<file path="src/rtl/regfile_write_scheduler.sv">
// Round-robin arbiter sharing the register-file write port between ALU and load
// writeback, with a registered one-hot enable stage for an enable-flop register bank.
module regfile_write_scheduler #(
  parameter int NREGS  = 32,
  parameter int ADDR_W = 5,
  parameter int DATA_W = 64
) (
  input  logic              clk,
  input  logic              reset,
  input  logic              stall,
  input  logic              req0_valid,
  input  logic [ADDR_W-1:0] req0_addr,
  input  logic [DATA_W-1:0] req0_data,
  output logic              req0_ready,
  input  logic              req1_valid,
  input  logic [ADDR_W-1:0] req1_addr,
  input  logic [DATA_W-1:0] req1_data,
  output logic              req1_ready,
  output logic [NREGS-1:0]  wr_en,
  output logic [DATA_W-1:0] wr_data,
  output logic              last_grant
);

  logic              grant0;
  logic              grant1;
  logic [ADDR_W-1:0] sel_addr;
  logic [DATA_W-1:0] sel_data;
  logic [NREGS-1:0]  dec_en;

  // Contention goes to whichever requester was not granted last.
  always_comb begin
    grant0 = 1'b0;
    grant1 = 1'b0;
    if (!reset && !stall) begin
      grant0 = req0_valid && (!req1_valid || last_grant);
      grant1 = req1_valid && (!req0_valid || !last_grant);
    end
  end

  assign req0_ready = grant0;
  assign req1_ready = grant1;

  // Zero register and out-of-range addresses decode to no enable at all.
  always_comb begin
    sel_addr = grant1 ? req1_addr : req0_addr;
    sel_data = grant1 ? req1_data : req0_data;
    dec_en   = '0;
    for (int unsigned i = 0; i < NREGS - 1; i++) begin
      if (sel_addr == ADDR_W'(i)) dec_en[i] = 1'b1;
    end
  end

  always_ff @(posedge clk) begin
    if (reset) begin
      wr_en      <= '0;
      wr_data    <= '0;
      last_grant <= 1'b1;
    end else if (grant0 || grant1) begin
      wr_en      <= dec_en;
      wr_data    <= sel_data;
      last_grant <= grant1;
    end else begin
      wr_en <= '0;
    end
  end

endmodule

</file>
<file path="config.mk">
export PLATFORM = sky130hd
export DESIGN_NAME = regfile_write_scheduler
export DESIGN_NICKNAME = d
export VERILOG_FILES = /design/src/rtl/regfile_write_scheduler.sv
export SDC_FILE = /design/constraint.sdc
export NUM_CORES = 1
export LEC_CHECK = 0
export BUFFER_PORTS_ARGS = -buffer_cell sky130_fd_sc_hd__buf_2
export CORE_MARGIN = 2
export CORE_UTILIZATION = 41
export DETAILED_ROUTE_END_ITERATION = 8
export GPL_TIMING_DRIVEN = 0
export PLACE_DENSITY = 0.76
export SETUP_SLACK_MARGIN = 0.5
export SYNTH_ARGS = -nofsm -noshare
export SYNTH_HDL_FRONTEND = slang
export SYNTH_SLANG_ARGS = --single-unit
</file>
<file path="constraint.sdc">
create_clock -name clk -period 1.49 [get_ports clk]
set_input_delay 0.0745 -clock clk [delete_from_list [all_inputs] [get_ports clk]]
set_output_delay 0.0745 -clock clk [all_outputs]
set_load 0.005 [all_outputs]
</file>
==> results of run 1 <==
==> power groups by stage <==
stage,registers (uW),logic [uW],clock network [uW]
2_1_floorplan,2810,562,0
3_3_place_gp,2810,1040,0
3_5_place_dp,2810,1070,0
4_1_cts,2750,1260,2600
5_1_grt,2760,1540,2730
6_report,2760,1440,2590
==> critical path, delay by kind of cell (launching register included) <==
family / cells / cell delay, ns
buf+inv: 3 / 0.43
compound gates: 3 / 0.71
flops: 1 / 0.37
==> cell usage after synthesis (2+ instances only) <==
cell	n
o21ai_0	65
a21oi_1	95
o211ai_1	24
nor2_1	7
nor2b_1	8
nor3b_1	6
buf_4	6
clkbuf_1	50
and3b_1	6
and2_1	3
nand3_1	64
buf_1	3
a311oi_1	64
o2111ai_1	7
nor3_1	3
nand4_1	31
buf_2	19
and3_1	2
dfxtp_1	96
==> layer usage <==
layer | global-route usage (%) | up-vias
met1 | 36.75 | 2906
met3 | 5.598 | 61
met2 | 50.63 | 375
met5 | 0 | -
li1 | - | 2770
met4 | 9.750 | 2
==> timing repair <==
item / in CTS / in global routing
buffers inserted: 14 / 4
cloned: 6 / 1
endpoints found under the setup margin: 97 / 98
pin swaps: 56 / 45
resized for setup: 125 / 96
==> worst min path at each step <==
stage / startpoint / endpoint / slack [ns] / cells after the start
2_1_floorplan: stall / req0_ready / 0.19 / 1
3_3_place_gp: req1_data[17] / wr_data[17]$_SDFFE_PP0P_ / 0.36 / 3
3_5_place_dp: req1_data[19] / wr_data[19]$_SDFFE_PP0P_ / 0.37 / 3
4_1_cts: req1_data[19] / wr_data[19]$_SDFFE_PP0P_ / 0.00005 / 3
5_1_grt: req0_data[33] / wr_data[33]$_SDFFE_PP0P_ / 0.02 / 3
6_report: req0_data[28] / wr_data[28]$_SDFFE_PP0P_ / -0.007 / 3
==> final cells by class <==
| cell class | instances | area [sq um] | area share [%] |
|---|---|---|---|
| clock inverters | 2 | 60.06 | 0.7940 |
| multi-input cells | 392 | 3083 | 40.76 |
| repair buffers | 261 | 1478 | 19.54 |
| inverters | 1 | 7.507 | 0.09926 |
| plain buffers | 78 | 560.5 | 7.411 |
| flip-flops and latches | 96 | 1926 | 25.46 |
| clock buffers | 14 | 274.0 | 3.623 |
| well taps | 140 | 175.2 | 2.316 |
==> placed cells by master, fill, tap and decap left out, types with 14 or more instances in the layout <==
cell type and instances:
nand4_1 31, clkbuf_16 14, o21ai_1 24, a311oi_1 32
o21ai_2 37, buf_4 16, buf_2 247, clkbuf_1 40
nand3_1 28, dfxtp_1 95, a311oi_2 32, nand3_2 28
o211ai_1 24, a21oi_1 91
==> logic make-up after synthesis <==
| logic type | synth area share (%) |
|---|---|
| AND/OR/NAND/NOR | 16.10 |
| flip-flops | 41.22 |
| buffers and inverters | 7.354 |
| AO/OA/AOI/OAI | 35.24 |
| other | 0.08044 |
==> state kept, by name (all words and copies together), names as in the netlist <==
register,count
wr_data,64
wr_en,31
last_grant,1
==> per-stage QoR <==
stage               cell area [sq um]  hold slack, ns  total power, uW
finish                           7564       -0.006810             6780
global route                     7564         0.01860             7028
CTS                              7122      0.00005088             6615
detailed placement               6155          0.3677             3883
global placement                 6155          0.3584             3849
floorplan                        4798          0.1855             3375
==> results.tsv, run 1 <==
stage	metric	value	unit
outcome	run_status	complete, but fails checks	
route	wl_met3	1652	um
synth	syn_nets	710	
timing	tns	-2.898	ns
cts	clkTransAtPathRegs	0.07	ns
critical_path	worst_ep_required_time	1.70	ns
cts	cts_tree	yes	
critical_path	crit_type	reg -> reg	
final_layout	n_antenna_cell	0	
critical_path	regToRegEndpoint	wr_en[14]$_SDFF_PP0_	
power_and_ir_drop	seqPwrFrac	40.6	%
route	wire_per_inst	20.09	um
route	route.vias.total	6114	
cts	ctsHtreeMaxLevel	3	
critical_path	start_kind	flop	
cts	clk_path_buf_depth	2	
route	drc	0	
critical_path	crit_end	wr_en[14]$_SDFF_PP0_	
synth	syn_area	0.004662	sq mm
final_layout	fillCellCount	859	
critical_path	reg2reg_depth	6	
timing	fmaxAchievable	605.6	MHz
placed_design	dp_hpwl	13210	um
flow_run	cap_violations	0	
cts	ctsHoldBuffers	0	
global_routing	antenna_found_initial	1	
global_routing	grt_pass1_vias	5743	
critical_path	slowest_stage	dfxtp_4	
global_routing	gr-usage-all-layers	29.34	%
die	die_h	110.6	um
power_and_ir_drop	power_leakage	0.002920	uW
critical_path	cp-startpoint	last_grant$_SDFFE_PP1P_	
global_routing	grt_overflow_total	0	
synth	ys.warnings.count	0	
synth	synthDistinctLibCells	27	
timing	hold_viol_final	3	
route	met2_length	9876	um
placed_design	portBuffers	236	
timing	setup_viol	57	
route	wirelength	19770	um
synth	synth_edf_count	0	
route	dr.max_layer_used	met5	
critical_path	reg2reg_from	last_grant$_SDFFE_PP1P_	
final_layout	area_growth_syn_to_layout	62.24	%
power_and_ir_drop	ir_drop	584.0	uV
synth	synth_area_leaders	dfxtp_1, a311oi_1, a21oi_1, o21ai_0, nand3_1	
route	drt_iter0_markers	726	
timing	finalClockSkew	0.01026	ns
critical_path	r2r_setup_slack	-0.16	ns
timing	slew_headroom	48.12	%
placed_design	dp_cells	943	
cts	clkSinkCount	96	
synth	avgSynthCellArea	8.222	sq um
die	fp.dieW	110.6	um
power_and_ir_drop	power_switching	1868	uW
timing	drv_slew	0	
route	postRouteAntennaNets	0	
synth	ys_seq_elements	96	
critical_path	critPathArrivalTime	1.86	ns
critical_path	cp_cell_sequence	a211o_4 -> buf_8 -> buf_4 -> clkbuf_8 -> o211ai_1 -> a21oi_1	
final_layout	drive_above_1_share	51.42	%
route	wl_met1	7702	um
cts	clk_latency	0.35	ns
power_and_ir_drop	combPwrFrac	21.2	%
final_layout	num-nets-final	982	
placed_design	dp_worst_setup_slack	-0.1493	ns
die	row_count	38	
cts	cts_root_buf	clkbuf_16	
cts	numCtsBuffers	9	
timing	min_period_over_period	110.8	%
power_and_ir_drop	clockPowerShare	38.1	%
die	io_pins	242	
power_and_ir_drop	p_per_area	896.4	mW/mm^2
route	vias_per_cell	6.213	
synth	seq_area_frac_synth	41.22	%
timing	hold_ws	-0.006810	ns
die	coreArea	0.01098	sq mm
timing	tightest_slew	0.7783	ns
final_layout	fin_util	68.87	%
timing	rsz0062_at_grt	true	
critical_path	endpoint_kind	flop	
die	start_util	42.45	%
power_and_ir_drop	swShare	27.55	%
synth	async_reset_ff_share	0	%
global_routing	grt_pass1_wl	29630	um
global_routing	grt_max_degree	15	
synth	syn_inst	567	
die	fp.dieArea	0.01224	sq mm
critical_path	crit_path_max_fanout	5	
min_path	hold_path.class	in -> reg	
power_and_ir_drop	p_int	4912	uW
timing	fin_crit	1.651	ns
synth	yosysTopAreaCell	dfxtp_1	
placed_design	place_congestion	0.9753	
synth	synthFlopType	dfxtp_1	
timing	setup_ws	-0.1613	ns
synth	synth_top_area_share	41.22	%
critical_path	slowest_delay	0.37	ns
final_layout	finalNonFillerCells	984	
outcome	violations	hold timing, setup timing	
route	dr.pass1.iters	7	
Note: power is estimated with default switching activity, not from simulation.
==> run 2: changes to the inputs <==
--- a/config.mk
+++ b/config.mk
@@ -10,7 +10,7 @@
 export CORE_UTILIZATION = 41
 export DETAILED_ROUTE_END_ITERATION = 8
 export GPL_TIMING_DRIVEN = 0
-export PLACE_DENSITY = 0.76
+export PLACE_DENSITY = 0.73
 export SETUP_SLACK_MARGIN = 0.5
 export SYNTH_ARGS = -nofsm -noshare
 export SYNTH_HDL_FRONTEND = slang
==> run 2 against run 1 <==
Effect of this change:
- the flow finishes with violations (setup timing)
- total power shrank 3.6%
- wire length down 2.6%
- maximum frequency increased by 5.2%
- register-to-register slack better by 0.08 ns
- hold slack better by 0.017 ns
- sequential cell count is the same
- via count shrank 1.4%
- critical path type is now reg -> out
==> results.tsv, run 2 (synthesis results as in run 1) <==
stage	metric	value	unit
outcome	run_status	complete, but fails checks	
outcome	violations	setup timing	
critical_path	r2r_setup_slack	-0.08	ns
route	drt_iter0_markers	582	
placed_design	dp_worst_setup_slack	-0.09326	ns
critical_path	worst_ep_required_time	1.42	ns
critical_path	cp_cell_sequence	a211o_4 -> buf_8 -> clkbuf_16 -> nor2_4 -> buf_2	
die	fp.dieW	110.6	um
timing	rsz0062_at_grt	true	
final_layout	drive_above_1_share	51.78	%
global_routing	gr-usage-all-layers	28.92	%
final_layout	num-nets-final	982	
global_routing	grt_max_degree	17	
timing	fmaxAchievable	637.1	MHz
route	drc	0	
critical_path	endpoint_kind	output pin	
cts	clkTransAtPathRegs	0.07	ns
critical_path	slowest_delay	0.36	ns
cts	numCtsBuffers	9	
die	row_count	38	
critical_path	crit_type	reg -> out	
final_layout	layout_commonest_cell	buf_2	
placed_design	portBuffers	236	
global_routing	grt_pass1_wl	29350	um
critical_path	start_kind	flop	
placed_design	placed_area	0.006155	sq mm
final_layout	largest_reg_flops	64	
timing	hold_viol_final	0	
timing	tns	-1.630	ns
global_routing	antenna_found_initial	1	
timing	finalClockSkew	0.003752	ns
cts	clk_latency	0.34	ns
die	coreArea	0.01098	sq mm
timing	min_period_over_period	105.3	%
critical_path	critPathArrivalTime	1.50	ns
power_and_ir_drop	power_leakage	0.002900	uW
timing	hold_ws	0.01004	ns
final_layout	area_growth_syn_to_layout	63.79	%
timing	fin_crit	1.570	ns
min_path	hold_path.class	in -> reg	
critical_path	slowest_stage	dfxtp_4	
timing	drv_slew	0	
cts	clkSinkCount	96	
final_layout	final_area	0.007636	sq mm
die	io_pins	242	
route	wire_per_inst	19.57	um
route	route.vias.total	6028	
die	die_h	110.6	um
final_layout	reg_top3	wr_data (64), wr_en (31), last_grant (1)	
route	dr.pass1.iters	5	
cts	cts_tree	yes	
die	fp.dieArea	0.01224	sq mm
timing	tightest_slew	0.8692	ns
final_layout	fillCellCount	855	
timing	setup_ws	-0.07955	ns
final_layout	n_antenna_cell	0	
timing	slew_headroom	42.05	%
route	postRouteAntennaNets	0	
route	wirelength	19260	um
power_and_ir_drop	p_per_area	855.7	mW/mm^2
route	vias_per_cell	6.126	
timing	setup_viol	51	
cts	ctsHtreeMaxLevel	3	
critical_path	crit_path_max_fanout	3	
global_routing	grt_pass1_vias	5696	
global_routing	grt_overflow_total	0	
die	start_util	42.45	%
placed_design	place_congestion	0.9744	
final_layout	final_cell_mix	buf_2, dfxtp_1, a21oi_1	
placed_design	dp_hpwl	12940	um
flow_run	cap_violations	0	
cts	cts_root_buf	clkbuf_16	
final_layout	regMostFlops	wr_data	
power_and_ir_drop	ir_drop	514.8	uV
cts	clk_path_buf_depth	2	
## run 2: cell types whose count changed in the layout (fill, tap and decap cells not counted), sizes merged
cell,delta
inv,+2
buf,-3
bufinv,-1
clkbuf,-3
clkinv,+2
dlygate4sd3,+1
clkinvlp,+2
## run 2: final timing paths
kind / startpoint / end / cells after the start
worst max-delay path: last_grant$_SDFFE_PP1P_ / req1_ready / 5
worst min-delay path: req0_data[45] / wr_data[45]$_SDFFE_PP0P_ / 3
worst max register to register: last_grant$_SDFFE_PP1P_ / wr_en[27]$_SDFF_PP0_ / 6
worst min register to register: wr_data[45]$_SDFFE_PP0P_ / wr_data[45]$_SDFFE_PP0P_ / 2
## run 2: metrics by stage
stage	util [%]	power, uW	std cells
global placement	56.04	3856	943
CTS	65.24	6369	982
floorplan	-	3375	567
global route	69.53	6768	984
finish	69.53	6535	984
detailed placement	56.04	3876	943
## run 2: power by group
part / switching [uW] / leakage (uW) / internal [uW]
sequential: 68.8 / 0.000784 / 2680
combinational: 822 / 0.00197 / 624
clock: 1030 / 0.000142 / 1300
## run 2: worst max-delay path, delay by kind of cell, from the launching register on
family | cells | cell delay, ns
simple gates | 1 | 0.07
compound gates | 1 | 0.34
flops | 1 | 0.36
buf+inv | 3 | 0.38
## run 2: what timing repair did
action,CTS,global route
buffers inserted,13,1
hold buffers,1,0
setup endpoints to repair,97,98
resized for setup,122,102
pin swaps,65,52
cloned,9,1
endpoints found under the hold margin,1,0
## run 2: area by class of cell
| cell class | count | area, sq um | area share (%) |
|---|---|---|---|
| Buffer | 78 | 578.1 | 7.570 |
| Clock buffer | 9 | 225.2 | 2.949 |
| Clock inverter | 7 | 70.07 | 0.9176 |
| Inverter | 1 | 7.507 | 0.09831 |
| Multi-Input combinational cell | 392 | 3147 | 41.21 |
| Sequential cell | 96 | 1926 | 25.22 |
| Tap cell | 140 | 175.2 | 2.294 |
| Timing Repair Buffer | 261 | 1508 | 19.74 |
## run 2: metal layers
layer | vias up | GRT usage [%] | wire length [um]
met1 | 2880 | 34.91 | 7567
met2 | 327 | 51.70 | 9711
met4 | 2 | 9.417 | 532
met5 | - | 0 | 6
met3 | 48 | 5.379 | 1442
li1 | 2771 | - | -
